### src/rtl/fetch_unit_pkg.sv
// -----------------------------------------------------------------------------
// fetch_unit_pkg
// Shared definitions for the RV32I fetch stage:
//   NOP_INST       canonical bubble encoding (addi x0,x0,0)
//   fetch_state_t  fetch FSM states
//   if_id_t        contents of the IF/ID pipeline register
// -----------------------------------------------------------------------------
package fetch_unit_pkg;

    localparam logic [31:0] NOP_INST = 32'h0000_0013;

    typedef enum logic [1:0] {
        REQ  = 2'd0,
        WAIT = 2'd1,
        HOLD = 2'd2
    } fetch_state_t;

    typedef struct packed {
        logic [31:0] pc;
        logic [31:0] inst;
        logic        valid;
    } if_id_t;

endpackage

### src/rtl/fetch_unit_if_id_reg.sv
// -----------------------------------------------------------------------------
// if_id_reg
// IF/ID pipeline register with priority rst > flush > stall > load.
// When nothing is loaded, a bubble (NOP, valid=0) is inserted and the PC
// field keeps its previous value.
// Ports:
//   clk      rising-edge clock
//   i_rst    synchronous active-high reset
//   i_flush  replace contents with a bubble (pc kept)
//   i_stall  hold all fields
//   i_load   capture i_d this cycle
//   i_d      incoming {pc, inst, valid}
//   o_q      registered IF/ID contents
// -----------------------------------------------------------------------------
module if_id_reg #(
    parameter logic [31:0] NOP_INST = 32'h0000_0013
) (
    input  logic                   clk,
    input  logic                   i_rst,
    input  logic                   i_flush,
    input  logic                   i_stall,
    input  logic                   i_load,
    input  fetch_unit_pkg::if_id_t i_d,
    output fetch_unit_pkg::if_id_t o_q
);
    import fetch_unit_pkg::*;

    if_id_t r_q;

    always_ff @(posedge clk) begin
        if (i_rst) begin
            r_q.pc    <= 32'h0000_0000;
            r_q.inst  <= NOP_INST;
            r_q.valid <= 1'b0;
        end else if (i_flush) begin
            r_q.inst  <= NOP_INST;
            r_q.valid <= 1'b0;
        end else if (i_stall) begin
            r_q <= r_q;
        end else if (i_load) begin
            r_q <= i_d;
        end else begin
            r_q.inst  <= NOP_INST;
            r_q.valid <= 1'b0;
        end
    end

    assign o_q = r_q;

endmodule

### src/rtl/fetch_unit.sv
// -----------------------------------------------------------------------------
// fetch_unit
// IF stage and IF/ID register of the five-stage RV32I core. Owns the PC and
// fetches over a req/gnt/rvalid handshake with at most one request in flight.
//
//   state | meaning
//   ------+-----------------------------------------------------------
//   REQ   | no request outstanding; presenting pc_if
//   WAIT  | one granted request outstanding (kill marks it wrong-path)
//   HOLD  | fetched instruction parked in the skid register
//
// Ports:
//   clk, rst                       clock, synchronous active-high reset
//   stall_if, stall_id, flush_id   hazard controls
//   br_taken, br_target            redirect from EX
//   imem_req/addr/gnt              request channel
//   imem_rvalid/rdata              response channel
//   pc_id, inst_id, valid_id       IF/ID register outputs to decode
// -----------------------------------------------------------------------------
module fetch_unit #(
    parameter logic [31:0] RESET_PC = 32'h0000_0000,
    parameter logic [31:0] NOP_INST = 32'h0000_0013
) (
    input  logic        clk,
    input  logic        rst,
    input  logic        stall_if,
    input  logic        stall_id,
    input  logic        flush_id,
    input  logic        br_taken,
    input  logic [31:0] br_target,
    output logic        imem_req,
    output logic [31:0] imem_addr,
    input  logic        imem_gnt,
    input  logic        imem_rvalid,
    input  logic [31:0] imem_rdata,
    output logic [31:0] pc_id,
    output logic [31:0] inst_id,
    output logic        valid_id
);
    import fetch_unit_pkg::*;

    fetch_state_t r_state;
    logic [31:0]  r_pc_if;
    logic         r_kill;
    // In HOLD the parked instruction's PC is r_pc_if itself (pc_if only
    // advances on delivery), so the skid only needs the instruction word.
    logic [31:0]  r_skid_inst;

    logic         w_accept;
    logic         w_rsp_ok;
    logic         w_deliver;
    logic [31:0]  w_pc_inc;
    if_id_t       w_if_id_d;
    if_id_t       w_if_id_q;
    logic         w_unused;

    assign w_accept  = !stall_if && !stall_id && !br_taken;
    assign w_rsp_ok  = (r_state == WAIT) && imem_rvalid && !r_kill;
    assign w_deliver = (w_rsp_ok || (r_state == HOLD)) && w_accept;
    assign w_pc_inc  = r_pc_if + 32'd4;

    // Redirect targets are word aligned by dropping the low bits.
    assign w_unused = ^br_target[1:0];

    // Request channel. Back-to-back fetch: when a response is delivered the
    // next address goes out in the same cycle, keeping zero-wait memory at
    // one instruction per cycle. If that request is not granted, REQ will
    // present the same (already advanced) pc_if, so the address is stable.
    always_comb begin
        imem_req  = 1'b0;
        imem_addr = r_pc_if;
        if (!rst && !br_taken) begin
            case (r_state)
                REQ: begin
                    imem_req  = 1'b1;
                    imem_addr = r_pc_if;
                end
                WAIT: begin
                    if (w_rsp_ok && w_accept) begin
                        imem_req  = 1'b1;
                        imem_addr = w_pc_inc;
                    end
                end
                default: begin
                    imem_req = 1'b0;
                end
            endcase
        end
    end

    always_ff @(posedge clk) begin
        if (rst) begin
            r_state     <= REQ;
            r_pc_if     <= {RESET_PC[31:2], 2'b00};
            r_kill      <= 1'b0;
            r_skid_inst <= NOP_INST;
        end else if (br_taken) begin
            r_pc_if <= {br_target[31:2], 2'b00};
            // An in-flight request whose response has not yet arrived must
            // still be drained; mark it so its data is dropped.
            if ((r_state == WAIT) && !imem_rvalid) begin
                r_state <= WAIT;
                r_kill  <= 1'b1;
            end else begin
                r_state <= REQ;
                r_kill  <= 1'b0;
            end
        end else begin
            case (r_state)
                REQ: begin
                    if (imem_gnt) begin
                        r_state <= WAIT;
                    end
                end
                WAIT: begin
                    if (imem_rvalid) begin
                        if (r_kill) begin
                            r_kill  <= 1'b0;
                            r_state <= REQ;
                        end else if (w_accept) begin
                            r_pc_if <= w_pc_inc;
                            r_state <= imem_gnt ? WAIT : REQ;
                        end else begin
                            r_skid_inst <= imem_rdata;
                            r_state     <= HOLD;
                        end
                    end
                end
                HOLD: begin
                    if (w_accept) begin
                        r_pc_if <= w_pc_inc;
                        r_state <= REQ;
                    end
                end
                default: begin
                    r_state <= REQ;
                end
            endcase
        end
    end

    always_comb begin
        w_if_id_d.pc    = r_pc_if;
        w_if_id_d.inst  = (r_state == HOLD) ? r_skid_inst : imem_rdata;
        w_if_id_d.valid = 1'b1;
    end

    if_id_reg #(
        .NOP_INST (NOP_INST)
    ) u_if_id_reg (
        .clk     (clk),
        .i_rst   (rst),
        .i_flush (flush_id),
        .i_stall (stall_id),
        .i_load  (w_deliver),
        .i_d     (w_if_id_d),
        .o_q     (w_if_id_q)
    );

    assign pc_id    = w_if_id_q.pc;
    assign inst_id  = w_if_id_q.inst;
    assign valid_id = w_if_id_q.valid;

endmodule

### config.mk
export PLATFORM = sky130hd
export DESIGN_NAME = fetch_unit
export DESIGN_NICKNAME = d
export VERILOG_FILES = /design/src/rtl/fetch_unit_pkg.sv /design/src/rtl/fetch_unit_if_id_reg.sv /design/src/rtl/fetch_unit.sv
export SDC_FILE = /design/constraint.sdc
export NUM_CORES = 1
export LEC_CHECK = 0
export CAP_MARGIN = 20
export CORE_UTILIZATION = 49
export CTS_CLUSTER_SIZE = 8
export DETAILED_ROUTE_END_ITERATION = 16
export PLACE_DENSITY = 0.81
export SKIP_CTS_REPAIR_TIMING = 1
export SLEW_MARGIN = 20
export SYNTH_ARGS = -nofsm -noshare
export SYNTH_HDL_FRONTEND = slang
export SYNTH_SLANG_ARGS = --single-unit
### constraint.sdc
create_clock -name clk -period 3.03 [get_ports clk]
set_input_delay 0.7575 -clock clk [delete_from_list [all_inputs] [get_ports clk]]
set_output_delay 0.7575 -clock clk [all_outputs]
set_load 0.02 [all_outputs]
==> key figures, run 1 <==
Outcome
  • Outcome: finished with violations
  • Failing checks: setup timing

Route
  • Vias: 6474
  • Detailed router's first-iteration violation count: 557
  • DRC Markers: 0
  • Wire per inst: 15.67 µm
  • DRT antenna net count: 0
  • TritonRoute pass-1 iters: 5
  • WL final: 18850 µm
  • Vias per cell: 5.382

Cells and area
  • Area grow syn2layout: 46.23%
  • Layout cells sized above 1: 0.1853
  • Layout Utilization: 0.7321
  • ANT cells: 0
  • Layout Nets: 1091

Critical path
  • Setup CP Type: flip-flop to primary output
  • Critical path required time: 2.27 ns
  • CP endpoint kind: primary output
  • Crit start category: flip-flop
  • Max FO, Critical Path: 4
  • Crit path arrival time: 2.35 ns

Clocking
  • Maximum level of the CTS H-tree: 4
  • Sink Count: 128
  • CTS tree: yes
  • Clock latency on the worst-skew pair: 0.42 ns
  • Clock Tree Buf Depth: 2
  • Total CTS buffers: 17
  • CTS root buffer: clkbuf_16
  • Clock slew at reported path FFs: 0.05 ns

Die
  • Core Box Area: 12570 µm²
  • Standard-cell rows: 41
  • Die X-Extent: 115.3 µm
  • Initial core utilization: 0.5006
  • Die area: 13300 µm²
  • I/O pins: 170
  • Die height: 115.3 µm

Timing
  • Min cycle time layout: 3.111 ns
  • Final Hold Viols: 0
  • Max-slew violations: 0
  • Worst slew pin tran: 0.6924 ns
  • Final setup margin: -0.08108 ns
  • Fmax: 0.3214 GHz
  • Final setup viols: 5
  • RSZ-0062 raised after global routing: true
  • Final Cycle Share: 1.027
  • Worst slew margin: 0.5384
  • Skew final: 0.006162 ns
  • Final hold slack: 0.4536 ns

Synthesis
  • Flops & latches, synth: 128
  • Synth top area cells: dfxtp_1, nand2_1, a21oi_1, xor2_1, a22oi_1
  • Post-Syn Area: 6292 µm²
  • Mapped Cells: 828
  • Synth unique cells: 53
  • Most common cell in the netlist: nand2_1
  • Yosys top cell area share: 0.4072
  • Post-synth top cells: nand2_1, dfxtp_1, a21oi_1, nor2_1, clkbuf_1
  • Number of synthesized flops with an enable pin: 0
  • Yosys warns: 0
  • Most used DFF post-synth: dfxtp_1
  • Mean Syn Cell Area: 7.599 µm²
  • Share of synthesized flip-flops with an asynchronous set or reset: 0
  • Register area share after synthesis: 0.4072
  • Dominant cell type by area after synthesis: dfxtp_1

Power and ir drop
  • Lkg Pwr: 3.888 nW
  • Power Density: 482.8 nW/µm²
  • VDD IR max: 0.0003290 V

Global routing
  • Vias in the first global route: 5910
  • Pin count of the biggest net entering global routing: 67
  • First-pass GRT wire length: 28700 µm
  • Tot GR Track Use: 0.2775
  • Initial antenna violation count: 0
  • Grt total ovfl: 0

Place
  • Hpwl dp: 12360 µm
  • Final GP Congestion: 0.8555
  • Number of I/O port buffers: 163

Min path
  • Hold WC Path Type: flip-flop to flip-flop

Flow run
  • Number of max-cap violations: 0
==> routing by layer <==
metal | vias up | track usage | share of wire
li1 | 3137 | - | -
met1 | 3009 | 0.3576 | 0.43
met2 | 287 | 0.4559 | 0.49
met3 | 41 | 0.05640 | 0.065
met4 | 0 | 0.1074 | 0.024
met5 | - | 0 | 0
==> report_power, final <==
group / switching (mW) / internal (mW) / total, mW / leakage [nW]
registers: 0.0363 / 1.72 / 1.76 / 1.04
clock network: 0.736 / 1.42 / 2.15 / 0.300
logic: 0.283 / 0.247 / 0.529 / 2.55
total: 1.05 / 3.39 / 4.44 / 3.89
==> cell families after synthesis <==
| group | Yosys count | synth area share |
|---|---|---|
| XOR/XNOR | 48 | 0.06681 |
| adder cells (fa/ha/maj) | 1 | 0.001988 |
| other | 1 | 0.0005960 |
| multiplexers | 11 | 0.01770 |
| AO/OA/AOI/OAI | 156 | 0.1505 |
| buffers and inverters | 86 | 0.05886 |
| flip-flops | 128 | 0.4072 |
| AND/OR/NAND/NOR | 397 | 0.2963 |
==> worst paths after layout <==
| path | end | slack [ns] | startpoint | depth (start not counted) |
|---|---|---|---|---|
| max | imem_addr[25] | -0.08 | r_pc_if[12] | 7 |
| min | u_if_id_reg.o_q[41] | 0.45 | u_if_id_reg.o_q[41] | 2 |
| min reg2reg | u_if_id_reg.o_q[41] | 0.45 | u_if_id_reg.o_q[41] | 2 |
| max reg2reg | r_pc_if[15] | 0.98 | r_kill | 8 |
==> stage by stage <==
| stage | instances | power (mW) | setup TNS [ns] | instance area, µm² | worst slack, ns |
|---|---|---|---|---|---|
| floorplan | 831 | 2.062 | 0 | 6339 | 0.004783 |
| global placement | 1166 | 2.308 | -23.97 | 8424 | -0.9184 |
| detailed placement | 1166 | 2.314 | -24.48 | 8424 | -0.9457 |
| CTS | 1198 | 4.459 | -24.74 | 9047 | -0.9497 |
| global route | 1203 | 4.579 | -1.131 | 9201 | -0.1517 |
| finish | 1203 | 4.442 | -0.2711 | 9201 | -0.08108 |
==> flip-flops by register name, summed over array words and instances, names as in the netlist <==
| signal | flops |
|---|---|
| r_kill | 1 |
| r_pc_if | 30 |
| r_skid_inst | 32 |
| r_state | 2 |
| u_if_id_reg.o_q | 63 |
==> placed cells by master, fill, tap and decap left out, types with 5 or more instances in the layout <==
| cell | instances |
|---|---|
| dfxtp_1 | 119 |
| clkbuf_2 | 7 |
| nor2_1 | 51 |
| and3_1 | 6 |
| dfxtp_2 | 9 |
| o21a_1 | 14 |
| nor4_1 | 6 |
| clkdlybuf4s50_1 | 127 |
| nand3_1 | 11 |
| dlymetal6s2s_1 | 10 |
| a21oi_1 | 80 |
| a22oi_1 | 32 |
| nor3_2 | 10 |
| nand4_1 | 5 |
| nand2_1 | 240 |
| o21ai_0 | 9 |
| nor2_2 | 5 |
| nand3b_1 | 5 |
| nor2b_1 | 10 |
| clkbuf_16 | 17 |
| xnor2_1 | 15 |
| xor2_1 | 29 |
| mux2i_1 | 10 |
| inv_1 | 16 |
| o211ai_1 | 5 |
| buf_4 | 85 |
| nor3_4 | 5 |
| or3_1 | 5 |
| nor3_1 | 6 |
==> worst max-delay path, stage by stage, from the launching register on <==
cell,delay (ns)
dfxtp_2,0.35
nand4_4,0.11
or4_4,0.57
nor4_4,0.32
buf_4,0.20
nand3_2,0.10
xnor2_2,0.14
buf_4,0.15
==> final cells by class <==
cell class / instances / area (µm²)
Inverter: 16 / 60.06
Fill cell: 966 / 3367
Sequential cell: 128 / 2574
Clock inverter: 10 / 158.9
Tap cell: 172 / 215.2
Multi-Input combinational cell: 617 / 3575
Clock buffer: 22 / 464.2
Timing Repair Buffer: 238 / 2155
Note: power is estimated with default switching activity, not from simulation.
==> run 2, diff against run 1 <==
--- a/config.mk
+++ b/config.mk
@@ -9,7 +9,9 @@
 export CORE_UTILIZATION = 49
 export CTS_CLUSTER_SIZE = 8
 export DETAILED_ROUTE_END_ITERATION = 16
+export GPL_ROUTABILITY_DRIVEN = 0
 export PLACE_DENSITY = 0.81
+export SETUP_SLACK_MARGIN = 0.4
 export SKIP_CTS_REPAIR_TIMING = 1
 export SLEW_MARGIN = 20
 export SYNTH_ARGS = -nofsm -noshare
==> key figures, run 2 (synthesis results as in run 1) <==
Clocking
  • Maximum level of the CTS H-tree: 4 (unchanged)
  • CTS tree: yes
  • Total CTS buffers: 17 (unchanged)
  • Clock slew at reported path FFs: 0.05 ns (about the same)
  • Clock Tree Buf Depth: 2 (unchanged)
  • CTS root buffer: clkbuf_16
  • Sink Count: 128 (unchanged)
  • Clock latency on the worst-skew pair: 0.42 ns (about the same)

Route
  • Vias per cell: 5.490 (+2.0%)
  • WL final: 20600 µm (+9.3%)
  • DRC Markers: 0 (unchanged)
  • TritonRoute pass-1 iters: 8 (+3)
  • Wire per inst: 16.89 µm (+7.8%)
  • Detailed router's first-iteration violation count: 602 (+8.1%)
  • DRT antenna net count: 0 (unchanged)
  • Vias: 6698 (+3.5%)

Place
  • Number of I/O port buffers: 163 (unchanged)
  • DP Area: 8836 µm² (+4.9%)
  • Hpwl dp: 12770 µm (+3.3%)
  • Placed Cells incl. Taps: 1175 (+0.77%)

Timing
  • Skew final: 0.005974 ns (-0.0001876 ns)
  • Fmax: 0.3313 GHz (+3.1%)
  • Final Cycle Share: 0.9961 (-0.03070)
  • Min cycle time layout: 3.018 ns (-0.09303 ns)
  • Worst slew margin: 0.4464 (-0.09199)
  • Max-slew violations: 0 (unchanged)
  • Worst slew pin tran: 0.8304 ns (+0.1380 ns)
  • Final Hold Viols: 0 (unchanged)
  • RSZ-0062 raised after global routing: true
  • Final setup viols: 0 (-5)

Power and ir drop
  • Combinational share of power: 0.135 (+0.016)
  • VDD IR max: 0.0003978 V (+21%)
  • Psw: 1.097 mW (+3.9%)
  • Clock share of power: 0.466 (-0.019)
  • Internal cell power: 3.314 mW (-2.2%)
  • Lkg Pwr: 4.074 nW (+4.8%)
  • Sequential power share: 0.400 (+0.004)
  • Power Density: 448.7 nW/µm² (-7.1%)
  • Sw Ratio: 0.2487 (+0.01117)

Critical path
  • Slowest stage cell, crit path: or4_4
  • Worst R2R Setup Slack: 0.87 ns (-0.11 ns)
  • Setup CP Type: flip-flop to primary output
  • FF-to-FF End: r_pc_if[15]
  • CP Buf/Inv Count: 2 (unchanged)
  • Critical path required time: 2.27 ns (about the same)
  • Top cell family by delay on the critical path: simple AND/OR/NAND/NOR gates
  • Worst setup path endpoint: imem_addr[27]
  • Reg2reg start: r_state[1]
  • Worst path depth: 7 (unchanged)
  • R2R cell count: 9 (+1)
  • CP startpoint: r_pc_if[5]
  • Crit start category: flip-flop
  • Crit path arrival time: 2.26 ns (-0.09 ns)
  • CP endpoint kind: primary output
  • Max FO, Critical Path: 5 (+1)
  • Max incr delay on CP: 0.58 ns (about the same)
  • Crit path cell chain: nand4_1 -> or4_4 -> nor4_4 -> buf_6 -> nand2_2 -> xnor2_2 -> buf_4

Cells and area
  • Multi-input logic area: 3989 µm² (+12%)
  • Cell area after layout: 9828 µm² (+6.8%)
  • Layout Nets: 1107 (+1.5%)
  • Most frequent cells in the layout: nand2_1, clkdlybuf4s50_1, dfxtp_1, buf_4, a21oi_1
  • Layout cells sized above 1: 0.2464 (+0.06116)
  • Sequential Area: 2581 µm² (+0.29%)
  • Fillers: 859 (-11%)
  • Finished Layout Cells: 1220 (+1.4%)
  • Layout Utilization: 0.7820 (+0.04988)
  • Commonest non-fill, non-tap cell in the layout: nand2_1
  • Area grow syn2layout: 56.19%
  • Max reg flops: 63 (unchanged)

Global routing
  • Initial antenna violation count: 1 (+1)
  • Pin count of the biggest net entering global routing: 79 (+18%)
  • First-pass GRT wire length: 29840 µm (+4.0%)
  • Vias in the first global route: 6130 (+3.7%)
  • Grt total ovfl: 0 (unchanged)
  • Tot GR Track Use: 0.2896 (+0.01203)

Die
  • I/O pins: 170 (unchanged)
  • Initial core utilization: 0.5006 (unchanged)
  • Standard-cell rows: 41 (unchanged)
  • Core Box Area: 12570 µm² (unchanged)
  • Die X-Extent: 115.3 µm (unchanged)
  • Die area: 13300 µm² (unchanged)
  • Die height: 115.3 µm (unchanged)

Min path
  • Hold WC Path Type: flip-flop to flip-flop

Flow run
  • Number of max-cap violations: 0 (unchanged)

Outcome
  • Outcome: finished clean
-- run 2: cell types whose count changed in the layout (fill, tap and decap cells not counted), sizes merged --
cell	previous run	this run
dlymetal6s2s	10	0
bufinv	4	3
clkinv	4	6
diode	0	1
buf	94	125
clkbuf	29	23
-- run 2: per-layer routing --
layer | vias to the layer above | wire (µm) | global-route usage
met1 | 3192 | 8260 | 0.3535
li1 | 3159 | - | -
met5 | - | 0 | 0
met3 | 58 | 1340 | 0.06484
met4 | 0 | 672 | 0.1290
met2 | 289 | 10330 | 0.4874
-- run 2: through the flow --
step                      TNS, ns  total power, mW  hold WS, ns  setup WS, ns
after CTS                  -24.24            4.379       0.4543       -0.9739
after global routing            0            4.546       0.4648      0.002460
after floorplan                 0            2.086       0.4366        0.2469
after detailed placement   -23.99            2.346       0.4469       -0.9720
final                           0            4.410       0.4528       0.01194
after global placement     -23.49            2.340       0.4410       -0.9649
-- run 2: power by group through the flow --
stage | clock [mW] | sequential, mW | combinational, mW
2_1_floorplan | 0 | 1.80 | 0.285
4_1_cts | 2.06 | 1.76 | 0.559
3_5_place_dp | 0 | 1.79 | 0.553
5_1_grt | 2.15 | 1.76 | 0.634
6_report | 2.05 | 1.76 | 0.594
3_3_place_gp | 0 | 1.79 | 0.548
-- run 2: final cells by class --
| type | count | area share |
|---|---|---|
| clock buffers | 21 | 0.04583 |
| repair buffers | 254 | 0.2433 |
| well taps | 172 | 0.02190 |
| inverters | 16 | 0.006111 |
| diodes | 1 | 0.0002546 |
| multi-input cells | 617 | 0.4059 |
| flip-flops and latches | 128 | 0.2626 |
| clock inverters | 11 | 0.01413 |
-- run 2: how the worst min path moves through the flow --
stage                                    from                   to  depth (start not counted)
after detailed placement      r_skid_inst[19]      r_skid_inst[19]                          2
final                     u_if_id_reg.o_q[45]  u_if_id_reg.o_q[45]                          2
after global routing          r_skid_inst[19]      r_skid_inst[19]                          2
after global placement    u_if_id_reg.o_q[46]  u_if_id_reg.o_q[46]                          2
after floorplan               r_skid_inst[10]      r_skid_inst[10]                          2
after CTS                     r_skid_inst[26]      r_skid_inst[26]                          2
-- run 2: worst min-delay path, delay by kind of cell (launching register included) --
family	cells	cell delay, ns
compound gates	1	0.05
flops	1	0.31
simple gates	1	0.05
